==> src/rtl/feature_frame_buffer.sv <==
// Collects NUM_FRAMES (mean, std) pairs into one feature vector for the classifier,
// either as a one-shot fill/hold buffer or as a sliding window of the newest pairs.
module feature_frame_buffer #(
  parameter int DATA_W     = 16,
  parameter int NUM_FRAMES = 13,
  parameter int SLIDING    = 0,
  parameter int CNT_W      = $clog2(NUM_FRAMES + 1)
) (
  input  logic                             clk,
  input  logic                             rst,
  input  logic                             clear,
  input  logic                             in_valid,
  output logic                             in_ready,
  input  logic [DATA_W-1:0]                mean_in,
  input  logic [DATA_W-1:0]                std_in,
  output logic [2*NUM_FRAMES*DATA_W-1:0]   out_vec,
  output logic                             out_valid,
  input  logic                             out_ready,
  output logic [CNT_W-1:0]                 frame_count,
  output logic                             overflow
);

  localparam int               NUM_WORDS = 2 * NUM_FRAMES;
  localparam logic [CNT_W-1:0] LAST_WP   = CNT_W'(NUM_FRAMES - 1);
  localparam logic [CNT_W-1:0] FULL_CNT  = CNT_W'(NUM_FRAMES);

  typedef enum logic {ST_FILL, ST_FULL} state_t;

  state_t            state_q, state_d;
  logic [DATA_W-1:0] vec_q [NUM_WORDS];
  logic [DATA_W-1:0] vec_d [NUM_WORDS];
  logic [CNT_W-1:0]  wp_q, wp_d;
  logic [CNT_W-1:0]  count_q, count_d;
  logic              valid_q, valid_d;
  logic              ovf_q, ovf_d;
  logic              accept;
  logic              handshake;

  // Sliding mode never stalls the producer; one-shot mode stalls while holding a full vector.
  assign in_ready  = !rst && !clear && ((SLIDING != 0) || (state_q == ST_FILL));
  assign accept    = in_valid && in_ready;
  assign handshake = valid_q && out_ready;

  always_comb begin
    state_d = state_q;
    wp_d    = wp_q;
    count_d = count_q;
    valid_d = valid_q;
    ovf_d   = ovf_q;
    vec_d   = vec_q;

    if (SLIDING != 0) begin
      if (handshake) begin
        valid_d = 1'b0;
      end
      if (accept) begin
        for (int k = 0; k < NUM_WORDS - 2; k++) begin
          vec_d[k] = vec_q[k + 2];
        end
        vec_d[NUM_WORDS - 2] = mean_in;
        vec_d[NUM_WORDS - 1] = std_in;
        if (count_q != FULL_CNT) begin
          count_d = count_q + 1'b1;
        end
        // A full window is pending again; losing an unconsumed one is an overflow.
        if (count_d == FULL_CNT) begin
          valid_d = 1'b1;
          if (valid_q && !handshake) begin
            ovf_d = 1'b1;
          end
        end
      end
    end else begin
      case (state_q)
        ST_FILL: begin
          if (accept) begin
            for (int k = 0; k < NUM_FRAMES; k++) begin
              if (wp_q == CNT_W'(k)) begin
                vec_d[2*k]     = mean_in;
                vec_d[2*k + 1] = std_in;
              end
            end
            wp_d    = wp_q + 1'b1;
            count_d = count_q + 1'b1;
            if (wp_q == LAST_WP) begin
              state_d = ST_FULL;
              valid_d = 1'b1;
            end
          end
        end
        default: begin
          // in_ready is low here, so any offered pair is dropped.
          if (in_valid) begin
            ovf_d = 1'b1;
          end
          if (handshake) begin
            state_d = ST_FILL;
            wp_d    = '0;
            count_d = '0;
            valid_d = 1'b0;
          end
        end
      endcase
    end
  end

  always_ff @(posedge clk) begin
    if (rst || clear) begin
      state_q <= ST_FILL;
      wp_q    <= '0;
      count_q <= '0;
      valid_q <= 1'b0;
      ovf_q   <= 1'b0;
      for (int k = 0; k < NUM_WORDS; k++) begin
        vec_q[k] <= '0;
      end
    end else begin
      state_q <= state_d;
      wp_q    <= wp_d;
      count_q <= count_d;
      valid_q <= valid_d;
      ovf_q   <= ovf_d;
      vec_q   <= vec_d;
    end
  end

  for (genvar gi = 0; gi < NUM_WORDS; gi++) begin : g_out
    assign out_vec[gi*DATA_W +: DATA_W] = vec_q[gi];
  end

  assign out_valid   = valid_q;
  assign frame_count = count_q;
  assign overflow    = ovf_q;

endmodule

==> config.mk <==
export PLATFORM = sky130hd
export DESIGN_NAME = feature_frame_buffer
export DESIGN_NICKNAME = d
export VERILOG_FILES = /design/src/rtl/feature_frame_buffer.sv
export SDC_FILE = /design/constraint.sdc
export NUM_CORES = 1
export LEC_CHECK = 0
export ABC_AREA = 1
export BUFFER_PORTS_ARGS = -buffer_cell sky130_fd_sc_hd__buf_4
export CAP_MARGIN = 15
export CORE_UTILIZATION = 45
export CTS_CLUSTER_SIZE = 30
export DETAILED_ROUTE_END_ITERATION = 12
export GPL_TIMING_DRIVEN = 0
export PLACE_DENSITY = 0.76
export SYNTH_ARGS = -nofsm -noshare
export SYNTH_HDL_FRONTEND = slang
export SYNTH_SLANG_ARGS = --single-unit
==> constraint.sdc <==
create_clock -name clk -period 2.3 [get_ports clk]
set_clock_uncertainty 0.15 [all_clocks]
set_input_delay 0.23 -clock clk [delete_from_list [all_inputs] [get_ports clk]]
set_output_delay 0.23 -clock clk [all_outputs]
set_load 0.02 [all_outputs]
## Yosys cells after proc, flatten, opt, wreduce, memory -nomap -nowiden

Cells that the tools add are included.

- Add/subtract/negate cells: 2
- $mul: 0
- Div/mod/pow operators: 0
- Magnitude comparators: 0
- Equal/unequal tests: 13
- Shift-type cells: 0
- Multiplexer cells: 13
- Bitwise operators: 1
- Reduce and logical (&&, ||, !) cells: 26

Operators with widths:

| operator | number |
|---|---|
| $reduce_and 3->1 | 14 |
| $eq 4x4->1 const B | 5 |
| $mux 4 | 5 |
| $eq 4x3->1 const B | 4 |
| $add 4x1->4 const B | 2 |
| $eq 4x2->1 const B | 2 |
| $mux 1 | 8 |
| $eq 4x1->1 const B | 1 |
| $logic_and 1x1->1 | 4 |
| $logic_not 4->1 | 1 |
| $reduce_and 2->1 | 2 |
| $reduce_bool 2->1 | 2 |
| $logic_not 1->1 | 2 |
| $ne 2x1->1 const B | 1 |
| $logic_or 1x1->1 | 1 |
| $not 1->1 | 1 |

- Register bits after elaboration: 427
- Bits in latches: 0
- Bits in writable memories: 0
- Bits in read-only memories: 0
- Input port bits: 37
- Output and inout port bits: 423
- Word-level logic and storage cells: 86
- Memories: 0

## Logic depth before layout (Yosys ltp)

Gate-level depths: netlist (run 1).

- Word-level depth: 6
- Mapped depth: 8
- Mapped depth without buffers: 6

## Worst setup path after synthesis (run 1)

No wires, ideal clock.

- Path kind: reg-to-reg
- Start: reg wp_q[0]
- End: reg vec_q, in the netlist out_vec[384]
- Setup time: 0.064 ns
- Data arrival time: 1.375 ns
- Data required time: 2.086 ns
- Path slack: 0.711 ns
- Stages on the path, launching flop included: 8
- Path buffers: 1
- Clock period less this slack: 1.589 ns
- Cells stage by stage: dfxtp_1 > inv_1 > ha_1 > nand3_2 > nor2_2 > buf_2 > o21ai_1 > nor2_1

- Cells in the longest elaborated chain, start to end: 2

RTL lines:

| what | RTL line | source |
|---|---|---|
| start, declared | 32 | `logic [CNT_W-1:0] wp_q, wp_d;` |
| start signal, assigned | 119 | `wp_q <= wp_d;` |
| $eq 4x4->1 | 78 | `if (wp_q == CNT_W'(k)) begin` |
| $reduce_and 3->1 (no line) | - |  |
| end signal, assigned | 123 | `vec_q <= vec_d;` |
| end, declared | 30 | `logic [DATA_W-1:0] vec_q [NUM_WORDS];` |

No other way between the ends.
A chain may end at the register's enable or synchronous reset.

## Worst setup path after layout (run 1)

- Start: reg wp_q[0]
- End: reg vec_q, in the netlist out_vec[3]

- Cells in the longest elaborated chain, start to end: 2

RTL lines:

| what | RTL line |
|---|---|
| $logic_not 4->1 | 78 |
| $reduce_and 3->1 (no line) | - |

No other way between the ends.

==> results of run 1 <==
final cells by class:
class	instances	area [um2]	area share, %
buffer	205	963	4.43
clock buffer	70	1390	6.41
clock inverter	13	151	0.697
inverter	13	48.8	0.225
multi-input combinational	1324	6240	28.7
sequential	427	8550	39.3
tap	455	569	2.62
timing repair buffer	495	3810	17.5
cells in the final DEF (no fill, tap or decap), types with 36 or more instances in the layout:
master,synthesis,routed
o21ai_1,234,234
nor3_1,384,384
a21oi_1,36,36
o21ai_0,188,188
dfxtp_1,427,427
clkbuf_16,0,47
buf_2,74,73
buf_4,2,461
clkbuf_1,116,125
nand2_1,49,48
nor2_1,392,392
through the flow:
| stage | TNS [ps] | cell area (um2) |
|---|---|---|
| 2_1_floorplan | 0 | 15800 |
| 3_3_place_gp | 0 | 19800 |
| 3_5_place_dp | -314 | 19800 |
| 4_1_cts | 0 | 21700 |
| 5_1_grt | 0 | 21700 |
| 6_report | 0 | 21700 |
power breakdown:
part	internal [mW]	switching (mW)
Sequential	7.41	0.0123
Clock	4.51	3.08
Combinational	0.200	0.642
worst min-delay path, cell delays in order:
cell     delay, ps
buf_4           90
nor2_4          80
nand3_2        140
nor2_2          90
nand2_1         70
a21oi_1         60
what timing repair did:
item / CTS / global route
endpoints found under the setup margin: 10 / 22
hold endpoints to repair: 102 / 0
resized for setup: 1 / 3
hold buffers: 34 / 0
flip-flops by register name, summed over array words and instances, names as in the netlist:
signal	flops
frame_count	4
out_valid	1
out_vec	416
overflow	1
state_q	1
wp_q	4
cell usage after synthesis, drive strengths merged:
cell type | n | area [um2]
o21ai | 422 | 2110
a21oi | 36 | 180
dfxtp | 427 | 8550
inv | 13 | 48.8
nor2 | 408 | 1620
nand3 | 11 | 65.1
nand2 | 54 | 235
ha | 5 | 62.6
xnor2 | 2 | 17.5
xor2 | 2 | 17.5
buf | 89 | 524
clkbuf | 116 | 435
nor3 | 384 | 1920
per-layer routing:
layer / global-route usage (%) / share of wire [%] / vias up
met2: 56.5 / 45 / 1030
met5: 0 / 0 / -
met4: 21.7 / 6.5 / 0
li1: - / - / 7766
met3: 8.62 / 10 / 226
met1: 44.7 / 39 / 8111
logic make-up after synthesis:
group	Yosys count	share of synthesized area, %
compound gates	458	14.5
buf+inv	218	6.39
flops	427	54.1
fa+ha+maj	5	0.396
simple gates	857	24.4
xor+xnor	4	0.222
path summary, 6_finish.rpt:
check	start	endpoint
max reg2reg	wp_q[0]	out_vec[3]
min	rst	out_vec[159]
max	wp_q[0]	out_vec[3]
min reg2reg	out_vec[142]	out_vec[142]
==> results.py, run 1 <==
metrics = {
    "placed_design": {
        "dp.cells": 2883,
        "place_hpwl_um": 45100,
        "portBuffers": 459,
        "place_ws_ps": -49.2,
        "place.gp.congestion": 0.918,
    },
    "setup_path": {
        "crit_slowest_cell": "dfxtp_1",
        "r2r_slack_ps": 130,
        "max_stage_delay_ps": 350,
        "cp_max_fo": 10,
        "critPathRequiredTime_ps": 2640,
        "end_kind": "flop",
        "cp_cell_sequence": "inv_1 > ha_1 > nand2_2 > nor2_2 > clkbuf_4 > o21ai_0 > nor2_1",
        "crit_family": "simple AND/OR/NAND/NOR gates",
        "reg2reg_depth": 7,
        "cp.depth": 7,
        "critPathLaunchType": "flop",
        "path_class": "flop to flop",
        "path_buf_inv": 2,
        "cp.arrival_ps": 2510,
    },
    "routing": {
        "first_pass_iters": 6,
        "wl_um": 66500,
        "route.detailed.drc": 0,
        "postRouteAntennaNets": 0,
        "vias_per_cell": 5.71,
        "wl_per_cell_um": 22.2,
        "first_iter_violations": 1559,
        "vias": 17100,
    },
    "logic_synthesis": {
        "synth_cell_types": 24,
        "synth.yosys.seq_area_share_pct": 54.1,
        "synth_nets": 2011,
        "synth_cells": 1969,
        "syn_area_mm2": 0.0158,
        "yosysWarnings": 0,
        "synth-seq-cells": 427,
        "avgSynthCellArea_um2": 8.02,
    },
    "timing": {
        "worstMarginPinSlew_ps": 1390,
        "rsz0062_at_grt": "false",
        "fmax_mhz": 461,
        "drv_slew": 0,
        "setup-violations-final": 0,
        "worst_slack_ps": 133,
        "timing.hold.ws_ps": 103,
        "min_period_ps": 2170,
        "post-route-period-util_pct": 94.2,
        "hold_viol": 0,
        "relSlewSlack_pct": 7.06,
    },
    "finish": {
        "diodes": 0,
        "layoutNonFillerInstCount": 3002,
        "nets": 2553,
        "postLayoutCoreUtil_pct": 62.9,
        "drive_above_1_share_pct": 25.6,
        "syn2layout_area_growth_pct": 37.6,
        "fillers": 2984,
    },
    "flow_run": {
        "maxCapViolations": 0,
    },
    "clock_network": {
        "cts_setup_buffers": 0,
        "root_buffer": "clkbuf_16",
        "clkTransAtPathRegs_ps": 60,
        "cts_buffer_depth": 3,
        "cts_tree": "built",
        "cts_sinks": 427,
        "clk_latency_ps": 560,
        "cts_buffers": 45,
        "cts-htree-levels": 2,
    },
    "min_path": {
        "hp-class": "input pin to flop",
        "hold_depth": 6,
    },
    "floorplan": {
        "die_area_mm2": 0.0358,
        "die_h_um": 189,
        "start_util_pct": 45.7,
        "core_area_mm2": 0.0345,
        "rows": 68,
        "pin_count": 460,
        "die_x_um": 189,
    },
    "grt": {
        "grt_max_degree": 14,
        "antenna_found_initial": 1,
        "grt_pass1_wl_um": 97300,
        "grt_pass1_vias": 15900,
        "grt-ovfl-total": 0,
        "grt.total_usage_pct": 36.0,
    },
    "pwr": {
        "power_density_mw_per_mm2": 730,
        "ir_drop_uv": 490,
        "power.leakage_nw": 9.46,
        "total_power_mw": 15.9,
    },
    "run_status": {
        "status": "completed",
    },
}
Note: power is estimated with default switching activity, not from simulation.
==> inputs of run 2 (changes only) <==
- CORE_AREA: unset -> 2 2 178 180
- CORE_UTILIZATION: 45 -> unset
- DIE_AREA: unset -> 0 0 180 182
- PLACE_DENSITY: 0.76 -> 0.84
==> run 2 against run 1 <==
- worst setup slack worse by 42 ps
- global-route usage up 2.2 points
- register-to-register slack worse by 40 ps
- power down 1.4%
- critical path type unchanged
- largest power group is now sequential cells
==> results.py, run 2 (synthesis gave the netlist of run 1 again) <==
metrics = {
    "run_status": {
        "status": "completed",
    },
    "grt": {
        "antenna_found_initial": 0,
        "grt_pass1_wl_um": 96800,
        "grt.total_usage_pct": 38.2,
        "grt-ovfl-total": 0,
        "grt_max_degree": 14,
        "grt_pass1_vias": 16200,
    },
    "routing": {
        "wl_per_cell_um": 22.4,
        "first_iter_violations": 1779,
        "vias_per_cell": 5.90,
        "vias": 17400,
        "wl_um": 66000,
        "first_pass_iters": 6,
        "route.detailed.drc": 0,
        "postRouteAntennaNets": 0,
    },
    "floorplan": {
        "pin_count": 460,
        "start_util_pct": 51.0,
        "die_x_um": 180,
        "die_h_um": 182,
        "core_area_mm2": 0.0310,
        "rows": 65,
        "die_area_mm2": 0.0328,
    },
    "clock_network": {
        "cts_buffers": 44,
        "cts-htree-levels": 2,
        "clkTransAtPathRegs_ps": 70,
        "cts_buffer_depth": 3,
        "cts_sinks": 427,
        "cts_tree": "built",
        "clk_latency_ps": 540,
        "root_buffer": "clkbuf_16",
    },
    "timing": {
        "setup-tns-final_ps": 0,
        "hold_viol": 0,
        "relSlewSlack_pct": 11.8,
        "rsz0062_at_grt": "false",
        "setup-violations-final": 0,
        "post-route-period-util_pct": 96.1,
        "fmax_mhz": 453,
        "drv_slew": 0,
        "min_period_ps": 2210,
        "worstMarginPinSlew_ps": 1320,
    },
    "finish": {
        "final_cell_mix": "buf_4 (461), dfxtp_1 (427), nor2_1 (392)",
        "syn2layout_area_growth_pct": 36.5,
        "nets": 2550,
        "fillers": 2330,
        "drive_above_1_share_pct": 25.2,
        "largest_register_ffs": 416,
        "diodes": 0,
        "final_common_cell": "buf_4",
        "final_area_mm2": 0.0216,
    },
    "setup_path": {
        "cp_max_fo": 10,
        "critPathRequiredTime_ps": 2620,
        "end_kind": "flop",
        "cp.arrival_ps": 2530,
        "path_class": "flop to flop",
        "critPathLaunchType": "flop",
    },
    "min_path": {
        "hp-class": "input pin to flop",
    },
    "placed_design": {
        "dpl_cell_area_mm2": 0.0197,
        "place_hpwl_um": 44900,
        "portBuffers": 459,
        "place.gp.congestion": 0.934,
    },
    "pwr": {
        "ir_drop_uv": 530,
        "power.leakage_nw": 9.41,
        "power_density_mw_per_mm2": 725,
    },
    "flow_run": {
        "maxCapViolations": 0,
    },
}
[run 2: cell types whose count changed in the layout (fill, tap and decap cells not counted), moves of 2 or more]
cell | previous run | this run
bufinv_16 | 3 | 5
clkbuf_1 | 125 | 130
clkbuf_8 | 13 | 6
clkbuf_16 | 47 | 45
[run 2: final timing paths]
kind,cells past startpoint,slack [ps],to,startpoint
hold reg to reg,2,330,out_vec[157],out_vec[157]
setup / recovery,7,90,out_vec[9],wp_q[1]
hold / removal,6,50,out_vec[143],rst
setup reg to reg,7,90,out_vec[9],wp_q[1]
[run 2: timing repair]
item,CTS,global route
hold endpoints to repair,98,0
hold buffers,34,0
buffers inserted,0,0
setup endpoints to repair,0,10
resized for setup,0,3
[run 2: routing by layer]
metal	part of all wire (%)	global-route usage, %	wire length, um
met1	37	47.4	24200
met2	44	59.3	28900
met3	12	9.65	7990
met4	7.6	24.5	4990
met5	0	0	0
[run 2: power breakdown]
part	leakage (nW)	internal (mW)	switching, mW	total [mW]
clock	0.726	4.37	3.01	7.37
sequential	3.44	7.41	0.0138	7.43
combinational	5.24	0.196	0.632	0.828
total	9.41	12.0	3.65	15.6
[run 2: worst max-delay path, cell delays in order (launching register included)]
cell and delay [ps]:
dfxtp_1 360, inv_1 100, ha_1 310, nand2_1 270
nor2_2 350, clkbuf_4 350, o21ai_0 120, nor2_1 110
[run 2: layout make-up]
cell class / count / area [um2] / share of cell area (%)
Buffer: 205 / 963 / 4.47
Inverter: 13 / 48.8 / 0.226
Tap cell: 402 / 503 / 2.33
Timing Repair Buffer: 493 / 3790 / 17.6
Sequential cell: 427 / 8550 / 39.7
Multi-Input combinational cell: 1324 / 6240 / 28.9
Clock inverter: 15 / 208 / 0.963
Clock buffer: 66 / 1260 / 5.87
[run 2: per-stage QoR]
| stage | instances | setup slack, ps | power, mW | hold WS (ps) | util [%] |
|---|---|---|---|---|---|
| floorplan | 1969 | 711 | 7.94 | 222 | - |
| finish | 2945 | 90.7 | 15.6 | 45.4 | 69.6 |
| CTS | 2945 | 59.4 | 15.6 | 45.4 | 69.6 |
| global placement | 2830 | 104 | 8.32 | 317 | 63.7 |
| global route | 2945 | 2.49 | 15.9 | 70.4 | 69.6 |
| detailed placement | 2830 | 67.9 | 8.33 | 322 | 63.7 |
==> inputs of run 3 (changes only) <==
- CORE_AREA: 2 2 178 180 -> unset
- CORE_ASPECT_RATIO: unset -> 0.9
- CORE_UTILIZATION: unset -> 52
- DIE_AREA: 0 0 180 182 -> unset
- PLACE_DENSITY: 0.84 -> 0.85
==> run 3 against run 2 <==
- final cell count down 0.10%
- worst setup slack gained 18 ps
- die area shrank 5.1%
- hold slack improved by 27 ps
- largest power group is now clock
- combinational power increased by 0.7%
==> results.py, run 3 (synthesis gave the netlist of run 1 again) <==
metrics = {
    "run_status": {
        "status": "completed",
    },
    "setup_path": {
        "r2r-start": "wp_q[0]",
        "r2r-end": "out_vec[398]",
        "path_class": "flop to flop",
        "reg2reg_depth": 7,
        "end_kind": "flop",
        "critPathRequiredTime_ps": 2630,
        "r2r_slack_ps": 110,
        "critPathLaunchType": "flop",
        "cp.arrival_ps": 2520,
        "cp_max_fo": 10,
    },
    "pwr": {
        "power.leakage_nw": 9.41,
        "total_power_mw": 15.7,
        "ir_drop_uv": 598,
        "power_density_mw_per_mm2": 727,
    },
    "floorplan": {
        "die_area_mm2": 0.0311,
        "core_area_mm2": 0.0299,
        "die_h_um": 167,
        "pin_count": 460,
        "die_x_um": 186,
        "start_util_pct": 52.9,
        "rows": 60,
    },
    "clock_network": {
        "clkTransAtPathRegs_ps": 70,
        "root_buffer": "clkbuf_16",
        "cts_setup_buffers": 0,
        "cts-htree-levels": 2,
        "cts_buffers": 42,
        "cts_tree": "built",
        "cts_buffer_depth": 3,
        "cts_sinks": 427,
        "clk_latency_ps": 540,
    },
    "routing": {
        "postRouteAntennaNets": 0,
        "wl_per_cell_um": 22.4,
        "vias": 17600,
        "route.detailed.drc": 0,
        "first_iter_violations": 1878,
        "wl_um": 65800,
        "vias_per_cell": 5.97,
        "first_pass_iters": 6,
    },
    "grt": {
        "grt_pass1_wl_um": 95500,
        "grt-ovfl-total": 0,
        "antenna_found_initial": 0,
        "grt_pass1_vias": 16300,
        "grt_max_degree": 16,
        "grt.total_usage_pct": 40.7,
    },
    "timing": {
        "rsz0062_at_grt": "false",
        "setup-tns-final_ps": 0,
        "worst_slack_ps": 109,
        "hold_viol": 0,
        "fmax_mhz": 456,
        "min_period_ps": 2190,
        "drv_slew": 0,
        "worstMarginPinSlew_ps": 1330,
        "setup-violations-final": 0,
        "post-route-period-util_pct": 95.3,
        "relSlewSlack_pct": 11.1,
    },
    "finish": {
        "syn2layout_area_growth_pct": 36.7,
        "largest_register_ffs": 416,
        "nets": 2550,
        "diodes": 0,
        "final_common_cell": "buf_4",
        "final_cell_mix": "buf_4 (461), dfxtp_1 (427), nor2_1 (392)",
        "drive_above_1_share_pct": 25.3,
    },
    "placed_design": {
        "place_hpwl_um": 44500,
        "place.gp.congestion": 0.939,
        "place_ws_ps": 107,
        "portBuffers": 459,
    },
    "flow_run": {
        "maxCapViolations": 0,
    },
    "min_path": {
        "hold_depth": 6,
        "hp-class": "input pin to flop",
        "min_from": "rst",
        "holdPathEnd": "out_vec[143]",
    },
}
-- run 3: repair_timing --
action | 4_1_cts | 5_1_grt
endpoints found under the hold margin | 99 | 0
setup endpoints to repair | 0 | 13
resized for setup | 0 | 5
hold buffers | 34 | 0
-- run 3: critical path, stage by stage (launching register included) --
cell and delay (ps):
dfxtp_1 360, inv_1 120, ha_1 340, nand3_2 230
nor2_2 350, buf_2 320, o21ai_1 120, nor2_1 150
-- run 3: where the power goes --
part	switching (mW)	internal [mW]	leakage [nW]
Sequential	0.0127	7.41	3.44
Clock	3.00	4.45	0.720
Combinational	0.634	0.200	5.25
-- run 3: through the flow --
| step | instance area [um2] | std cells | util, % | hold WS, ps |
|---|---|---|---|---|
| 3_3_place_gp | 19700 | 2831 | 66.1 | 311 |
| 2_1_floorplan | 15800 | 1969 | - | 222 |
| 6_report | 21600 | 2942 | 72.3 | 72.2 |
| 4_1_cts | 21500 | 2940 | 72.1 | 49.3 |
| 5_1_grt | 21600 | 2942 | 72.3 | 98.1 |
| 3_5_place_dp | 19700 | 2831 | 66.1 | 324 |
-- run 3: routing by layer --
metal  vias up  GRT usage, %  share of wire (%)
met5         -             0                  0
met4         0          23.7                6.7
met3       304          15.0                 14
met2      1322          62.1                 43
met1      8195          49.1                 37
li1       7740             -                  -
-- run 3: cell type report --
class	instances	area, um2
well taps	403	504
repair buffers	495	3810
plain buffers	205	961
flip-flops and latches	427	8550
clock buffers	61	1210
fillers	2257	8290
inverters	13	48.8
clock inverters	14	253
multi-input cells	1324	6250
-- run 3: how the worst max path moves through the flow --
stage	from	endpoint	slack, ps	depth (start not counted)
floorplan	wp_q[0]	out_vec[384]	710	7
global placement	wp_q[0]	out_vec[4]	170	6
detailed placement	wp_q[0]	out_vec[4]	110	6
CTS	wp_q[0]	out_vec[5]	80	6
global route	wp_q[0]	out_vec[388]	8	7
finish	wp_q[0]	out_vec[398]	110	7
